<file path="src/rtl/serial_lane_arbiter_if.sv">
// Handshake and lane bundle between serial requesters and the lane arbiter.
// The arbiter connects through the slave modport; sources and monitors use master.
interface serial_lane_arbiter_if #(
    parameter int NREQ = 4
);
    localparam int IW = $clog2(NREQ);

    logic            en;
    logic [NREQ-1:0] req;
    logic [NREQ-1:0] din;
    logic [NREQ-1:0] gnt;
    logic [IW-1:0]   gnt_id;
    logic            dout;
    logic            dvalid;
    logic            sof;
    logic            eof;
    logic            busy;

    modport master (
        output en, req, din,
        input  gnt, gnt_id, dout, dvalid, sof, eof, busy
    );

    modport slave (
        input  en, req, din,
        output gnt, gnt_id, dout, dvalid, sof, eof, busy
    );
endinterface

</file>
<file path="src/rtl/serial_lane_arbiter.sv">
// Round-robin arbiter that lends one registered 1-bit serial lane to NREQ requesters,
// one FRAME_LEN-bit frame at a time, with GAP_CYC idle cycles between frames.
module serial_lane_arbiter #(
    parameter int NREQ      = 4,
    parameter int FRAME_LEN = 8,
    parameter int GAP_CYC   = 1
) (
    input  logic                  clk,
    input  logic                  rstn,
    serial_lane_arbiter_if.slave  lane
);
    localparam int IW = $clog2(NREQ);
    localparam int CW = $clog2(FRAME_LEN + 1);
    localparam int GW = (GAP_CYC > 0) ? $clog2(GAP_CYC + 1) : 1;

    typedef enum logic [1:0] {
        IDLE = 2'd0,
        XFER = 2'd1,
        GAP  = 2'd2
    } state_t;

    state_t          r_state;
    state_t          w_stateNext;
    logic [NREQ-1:0] r_gnt;
    logic [NREQ-1:0] w_gntNext;
    logic [IW-1:0]   r_gntId;
    logic [IW-1:0]   w_gntIdNext;
    logic [CW-1:0]   r_cnt;
    logic [CW-1:0]   w_cntNext;
    logic [GW-1:0]   r_gapCnt;
    logic [GW-1:0]   w_gapCntNext;
    logic            r_dout;
    logic            w_doutNext;
    logic            r_dvalid;
    logic            w_dvalidNext;
    logic            r_sof;
    logic            w_sofNext;
    logic            r_eof;
    logic            w_eofNext;
    logic            w_found;
    logic [IW-1:0]   w_winner;

    // Search starts just past the last grantee, so gnt_id doubles as the round-robin pointer.
    always_comb begin
        w_found  = 1'b0;
        w_winner = r_gntId;
        for (int k = 1; k <= NREQ; k++) begin
            if (!w_found && lane.req[(int'(r_gntId) + k) % NREQ]) begin
                w_found  = 1'b1;
                w_winner = IW'((int'(r_gntId) + k) % NREQ);
            end
        end
    end

    always_comb begin
        w_stateNext  = r_state;
        w_gntNext    = r_gnt;
        w_gntIdNext  = r_gntId;
        w_cntNext    = r_cnt;
        w_gapCntNext = r_gapCnt;
        w_doutNext   = 1'b0;
        w_dvalidNext = 1'b0;
        w_sofNext    = 1'b0;
        w_eofNext    = 1'b0;
        case (r_state)
            IDLE: begin
                if (lane.en && w_found) begin
                    w_stateNext = XFER;
                    w_gntNext   = NREQ'(1) << w_winner;
                    w_gntIdNext = w_winner;
                    w_cntNext   = '0;
                end
            end
            XFER: begin
                w_doutNext   = lane.din[r_gntId];
                w_dvalidNext = 1'b1;
                w_sofNext    = (r_cnt == '0);
                w_eofNext    = (int'(r_cnt) == FRAME_LEN - 1);
                w_cntNext    = r_cnt + CW'(1);
                if (int'(r_cnt) == FRAME_LEN - 1) begin
                    w_gntNext    = '0;
                    w_gapCntNext = '0;
                    w_stateNext  = (GAP_CYC > 0) ? GAP : IDLE;
                end
            end
            GAP: begin
                w_gapCntNext = r_gapCnt + GW'(1);
                if (int'(r_gapCnt) >= GAP_CYC - 1) begin
                    w_stateNext = IDLE;
                end
            end
            default: begin
                w_stateNext = IDLE;
                w_gntNext   = '0;
            end
        endcase
    end

    // Reset drops any partial frame; the pointer restarts so requester 0 wins first.
    always_ff @(posedge clk or negedge rstn) begin
        if (!rstn) begin
            r_state  <= IDLE;
            r_gnt    <= '0;
            r_gntId  <= IW'(NREQ - 1);
            r_cnt    <= '0;
            r_gapCnt <= '0;
            r_dout   <= 1'b0;
            r_dvalid <= 1'b0;
            r_sof    <= 1'b0;
            r_eof    <= 1'b0;
        end else begin
            r_state  <= w_stateNext;
            r_gnt    <= w_gntNext;
            r_gntId  <= w_gntIdNext;
            r_cnt    <= w_cntNext;
            r_gapCnt <= w_gapCntNext;
            r_dout   <= w_doutNext;
            r_dvalid <= w_dvalidNext;
            r_sof    <= w_sofNext;
            r_eof    <= w_eofNext;
        end
    end

    assign lane.gnt    = r_gnt;
    assign lane.gnt_id = r_gntId;
    assign lane.dout   = r_dout;
    assign lane.dvalid = r_dvalid;
    assign lane.sof    = r_sof;
    assign lane.eof    = r_eof;
    assign lane.busy   = (r_state != IDLE);
endmodule

</file>
<file path="src/flat_wrapper.sv">
// flat-port wrapper written by rule: the top's interface ports become plain ports
module serial_lane_arbiter_flat 
#(
    parameter int NREQ      = 4,
    parameter int FRAME_LEN = 8,
    parameter int GAP_CYC   = 1
)
  (clk, rstn, lane_en, lane_req, lane_din, lane_gnt, lane_gnt_id, lane_dout, lane_dvalid, lane_sof, lane_eof, lane_busy);
  serial_lane_arbiter_if #(.NREQ(NREQ)) lane_i ();
  input  logic clk;
  input  logic rstn;
  input wire logic [$bits(lane_i.en)-1:0] lane_en;
  input wire logic [$bits(lane_i.req)-1:0] lane_req;
  input wire logic [$bits(lane_i.din)-1:0] lane_din;
  output wire logic [$bits(lane_i.gnt)-1:0] lane_gnt;
  output wire logic [$bits(lane_i.gnt_id)-1:0] lane_gnt_id;
  output wire logic [$bits(lane_i.dout)-1:0] lane_dout;
  output wire logic [$bits(lane_i.dvalid)-1:0] lane_dvalid;
  output wire logic [$bits(lane_i.sof)-1:0] lane_sof;
  output wire logic [$bits(lane_i.eof)-1:0] lane_eof;
  output wire logic [$bits(lane_i.busy)-1:0] lane_busy;
  assign lane_i.en = lane_en;
  assign lane_i.req = lane_req;
  assign lane_i.din = lane_din;
  assign lane_gnt = lane_i.gnt;
  assign lane_gnt_id = lane_i.gnt_id;
  assign lane_dout = lane_i.dout;
  assign lane_dvalid = lane_i.dvalid;
  assign lane_sof = lane_i.sof;
  assign lane_eof = lane_i.eof;
  assign lane_busy = lane_i.busy;
  serial_lane_arbiter #(.NREQ(NREQ), .FRAME_LEN(FRAME_LEN), .GAP_CYC(GAP_CYC)) u_core (.clk(clk), .rstn(rstn), .lane(lane_i));
endmodule
</file>
<file path="config.mk">
export PLATFORM = sky130hd
export DESIGN_NAME = serial_lane_arbiter_flat
export DESIGN_NICKNAME = d
export VERILOG_FILES = /design/src/rtl/serial_lane_arbiter_if.sv /design/src/rtl/serial_lane_arbiter.sv /design/src/flat_wrapper.sv
export SDC_FILE = /design/constraint.sdc
export NUM_CORES = 1
export LEC_CHECK = 0
export ABC_AREA = 1
export ABC_CLOCK_PERIOD_IN_PS = 2000
export CAP_MARGIN = 25
export CORE_MARGIN = 8
export CORE_UTILIZATION = 49
export CTS_CLUSTER_DIAMETER = 60
export DETAILED_ROUTE_END_ITERATION = 10
export PLACE_DENSITY = 0.88
export REMOVE_ABC_BUFFERS = 1
export SLEW_MARGIN = 10
export SYNTH_ARGS = -nofsm -noshare
export SYNTH_HDL_FRONTEND = slang
export SYNTH_SLANG_ARGS = --single-unit
export TNS_END_PERCENT = 5
</file>
<file path="constraint.sdc">
create_clock -name clk -period 2 [get_ports clk]
set_clock_uncertainty 0.05 [all_clocks]
set_input_delay 0.2 -clock clk [delete_from_list [all_inputs] [get_ports clk]]
set_output_delay 0.2 -clock clk [all_outputs]
set_load 0.01 [all_outputs]
</file>
==> flow_metrics.env <==
export IMPL_synth_top_cell_by_area="dfrtp_1"
export IMPL_setup_violations=0
export IMPL_cts_resized=0
export IMPL_start_util_pct=52.27
export IMPL_grt_start_max_net_pins=17
export IMPL_synthMuxAreaShare_pct=0
export IMPL_cts_htree_levels=1
export IMPL_synth_area_leaders="dfrtp_1, nand2_1, nand3_1"
export IMPL_clockBufferDepth=2
export IMPL_arrival_ps=1650
export IMPL_grt_pass1_wl_mm=3.939
export IMPL_port_buffers=21
export IMPL_synth_yosys_seq_area_share_pct=38.89
export IMPL_final_cell_mix="nand2_1, clkdlybuf4s50_1, nand3_1, inv_1, dfrtp_1"
export IMPL_area_growth_pct=26.09
export IMPL_synth_cell_types=21
export IMPL_cp_end_kind="output port"
export IMPL_critPathMaxStageDelay_ps=610
export IMPL_fp_dieH_um=61.98
export IMPL_tightest_slew_ps=669.2
export IMPL_slew_headroom_pct=55.25
export IMPL_ir_drop_uv=796.2
export IMPL_die_w_um=61.98
export IMPL_start_kind="register"
export IMPL_overflow=0
export IMPL_drv_cap=0
export IMPL_initialDrtViolationCount=18
export IMPL_grt_use_total_pct=13.44
export IMPL_cpLargestDelayFamily="buffers and inverters"
export IMPL_powerDensity_nw_per_um2=1660
export IMPL_crit_slowest_cell="dfstp_2"
export IMPL_ys_warn_count=0
export IMPL_insertion_delay_ps=290
export IMPL_critical_path_buf_inv_count=2
export IMPL_viasPerCell=5.128
export IMPL_place_gp_congestion=0.8737
export IMPL_antennaDiodeCount=0
export IMPL_outcome="finished, final reports clean"
export IMPL_yosysTopAreaCellShare_pct=33.82
export IMPL_cts_root_buf="clkbuf_4"
export IMPL_place_hpwl_mm=1.900
export IMPL_netlist_instances=144
export IMPL_syn_cell_area_um2=1036
export IMPL_setup_tns_ps=0
export IMPL_drive_above_1_share_pct=16.67
export IMPL_dpl_instance_area_um2=1265
export IMPL_cts_sinks=16
export IMPL_drt_wl_total_mm=2.335
export IMPL_avgSynthCellArea_um2=7.194
export IMPL_core_area_um2=1982
export IMPL_numCtsBuffers=3
export IMPL_slew_violations=0
export IMPL_final_util_pct=65.91
export IMPL_ioPinCount=22
export IMPL_crit_chain="buf_4 -> clkdlybuf4s50_1"
export IMPL_tritoncts="done"
export IMPL_wl_per_cell_um=11.97
export IMPL_hold_path_class="primary input to async pin"
export IMPL_drtPass1Iterations=4
export IMPL_synth_adder_area_share_pct=2.415
export IMPL_ys_ff_latch=16
export IMPL_max_freq_ghz=0.5276
export IMPL_finalCritPeriodShare_pct=94.77
export IMPL_layout_commonest_cell="nand2_1"
export IMPL_antenna_found_initial=0
export IMPL_drcViolationCount=0
export IMPL_vias=1000
export IMPL_hold_viol_final=0
export IMPL_post_cts_repair_setup_buffers=0
export IMPL_setup_slack_ps=104.5
export IMPL_clkTransAtPathRegs_ps=90
export IMPL_hold_buffers=0
export IMPL_dpl_cell_count=191
export IMPL_synth_top_family_by_area="simple AND/OR/NAND/NOR gates"
export IMPL_fin_crit_ps=1895
export IMPL_synth_simple_area_share_pct=42.51
export IMPL_finalInstanceArea_um2=1306
export IMPL_critPathKind="register to output port"
export IMPL_synth_compound_area_share_pct=6.280
export IMPL_grt_pass1_vias=975
export IMPL_synth_xor_area_share_pct=0.8454
export IMPL_leakagePower_uw=0.0006796
export IMPL_stdcell_count=195
export IMPL_rsz0062_at_grt="false"
export IMPL_antenna_left=0
export IMPL_crit_fanout=7
export IMPL_preCtsSetupSlack_ps=63.77
export IMPL_crit_required_ps=1750
export IMPL_dieArea_um2=3842
export IMPL_nets=182
export IMPL_fp_row_count=16
-- sequential cells by signal, summed over array words and instances (netlist names) --
register            cells
u_core.lane.sof         1
u_core.lane.gnt         4
u_core.r_state          2
u_core.lane.dout        1
u_core.lane.gnt_id      2
u_core.r_cnt            4
u_core.lane.dvalid      1
u_core.lane.eof         1
-- Yosys cell counts --
cell type  number
nand3_1        15
o21ai_0         7
nand2_2        11
inv_2           3
o21bai_1        1
ha_1            2
nand2_1        51
nand3_2         2
nand2_4         2
dfrtp_1        14
buf_6           2
buf_4           1
nor2_4          2
o21ai_1         1
inv_1          14
a31oi_1         2
a21oi_1         1
dfstp_2         2
nand4_1         1
nor2_1          9
xor2_1          1
-- logic make-up (layout without fill, tap and decap cells) --
family,after synthesis,after routing
buf+inv,20,44
fa+ha+maj,2,2
simple gates,93,93
xor+xnor,1,1
compound gates,12,12
flops,16,16
-- per-layer routing --
metal  wire, um  GRT usage [%]
met5          0              0
met4         18          4.221
met3        113          4.115
met2       1183          24.04
met1       1020          14.70
-- worst register-to-register path, cell delays in order (launching register included) --
cell and delay, ps:
dfstp_2 610, buf_4 190, nand2_1 90, nand3_1 80
nand2_1 90, nor2_4 130, nand3_2 100, nand2_4 150
nand2_1 110, o21ai_0 170
-- metrics by stage --
stage / hold slack [ps] / power, uW
after global placement: 428.1 / 1871
final: 255.2 / 2168
after floorplan: -145.6 / 1497
after CTS: 276.8 / 2163
after global routing: 309.3 / 2367
after detailed placement: 455.1 / 1941
-- report_power, final --
group / internal (uW) / switching (uW) / total (uW)
Sequential: 468 / 100 / 569
Combinational: 528 / 859 / 1390
Clock: 111 / 101 / 212
-- worst paths after layout --
kind / from / endpoint / slack [ps] / cells past startpoint
max reg2reg: u_core.lane.gnt_id[0]$_DFFE_PN1P_ / u_core.r_cnt[2]$_DFFE_PN0P_ / 150 / 9
min reg2reg: u_core.lane.gnt[3]$_DFFE_PN0P_ / u_core.lane.gnt[3]$_DFFE_PN0P_ / 470 / 2
max: u_core.lane.gnt_id[0]$_DFFE_PN1P_ / lane_gnt_id[0] / 100 / 2
max in group asynchronous: rstn / u_core.lane.gnt[2]$_DFFE_PN0P_ / 1210 / 1
min in group clk: lane_din[2] / u_core.lane.dout$_DFF_PN0_ / 450 / 3
min: rstn / u_core.r_state[1]$_DFFE_PN0P_ / 260 / 1
-- cell type report --
| type | instances | area, um^2 |
|---|---|---|
| inverters | 17 | 63.81 |
| multi-input cells | 108 | 544.3 |
| fillers | 163 | 675.6 |
| well taps | 27 | 33.78 |
| repair buffers | 23 | 225.2 |
| clock buffers | 4 | 36.28 |
| flip-flops and latches | 16 | 402.9 |
No activity file was read; power rests on OpenSTA's default activity.
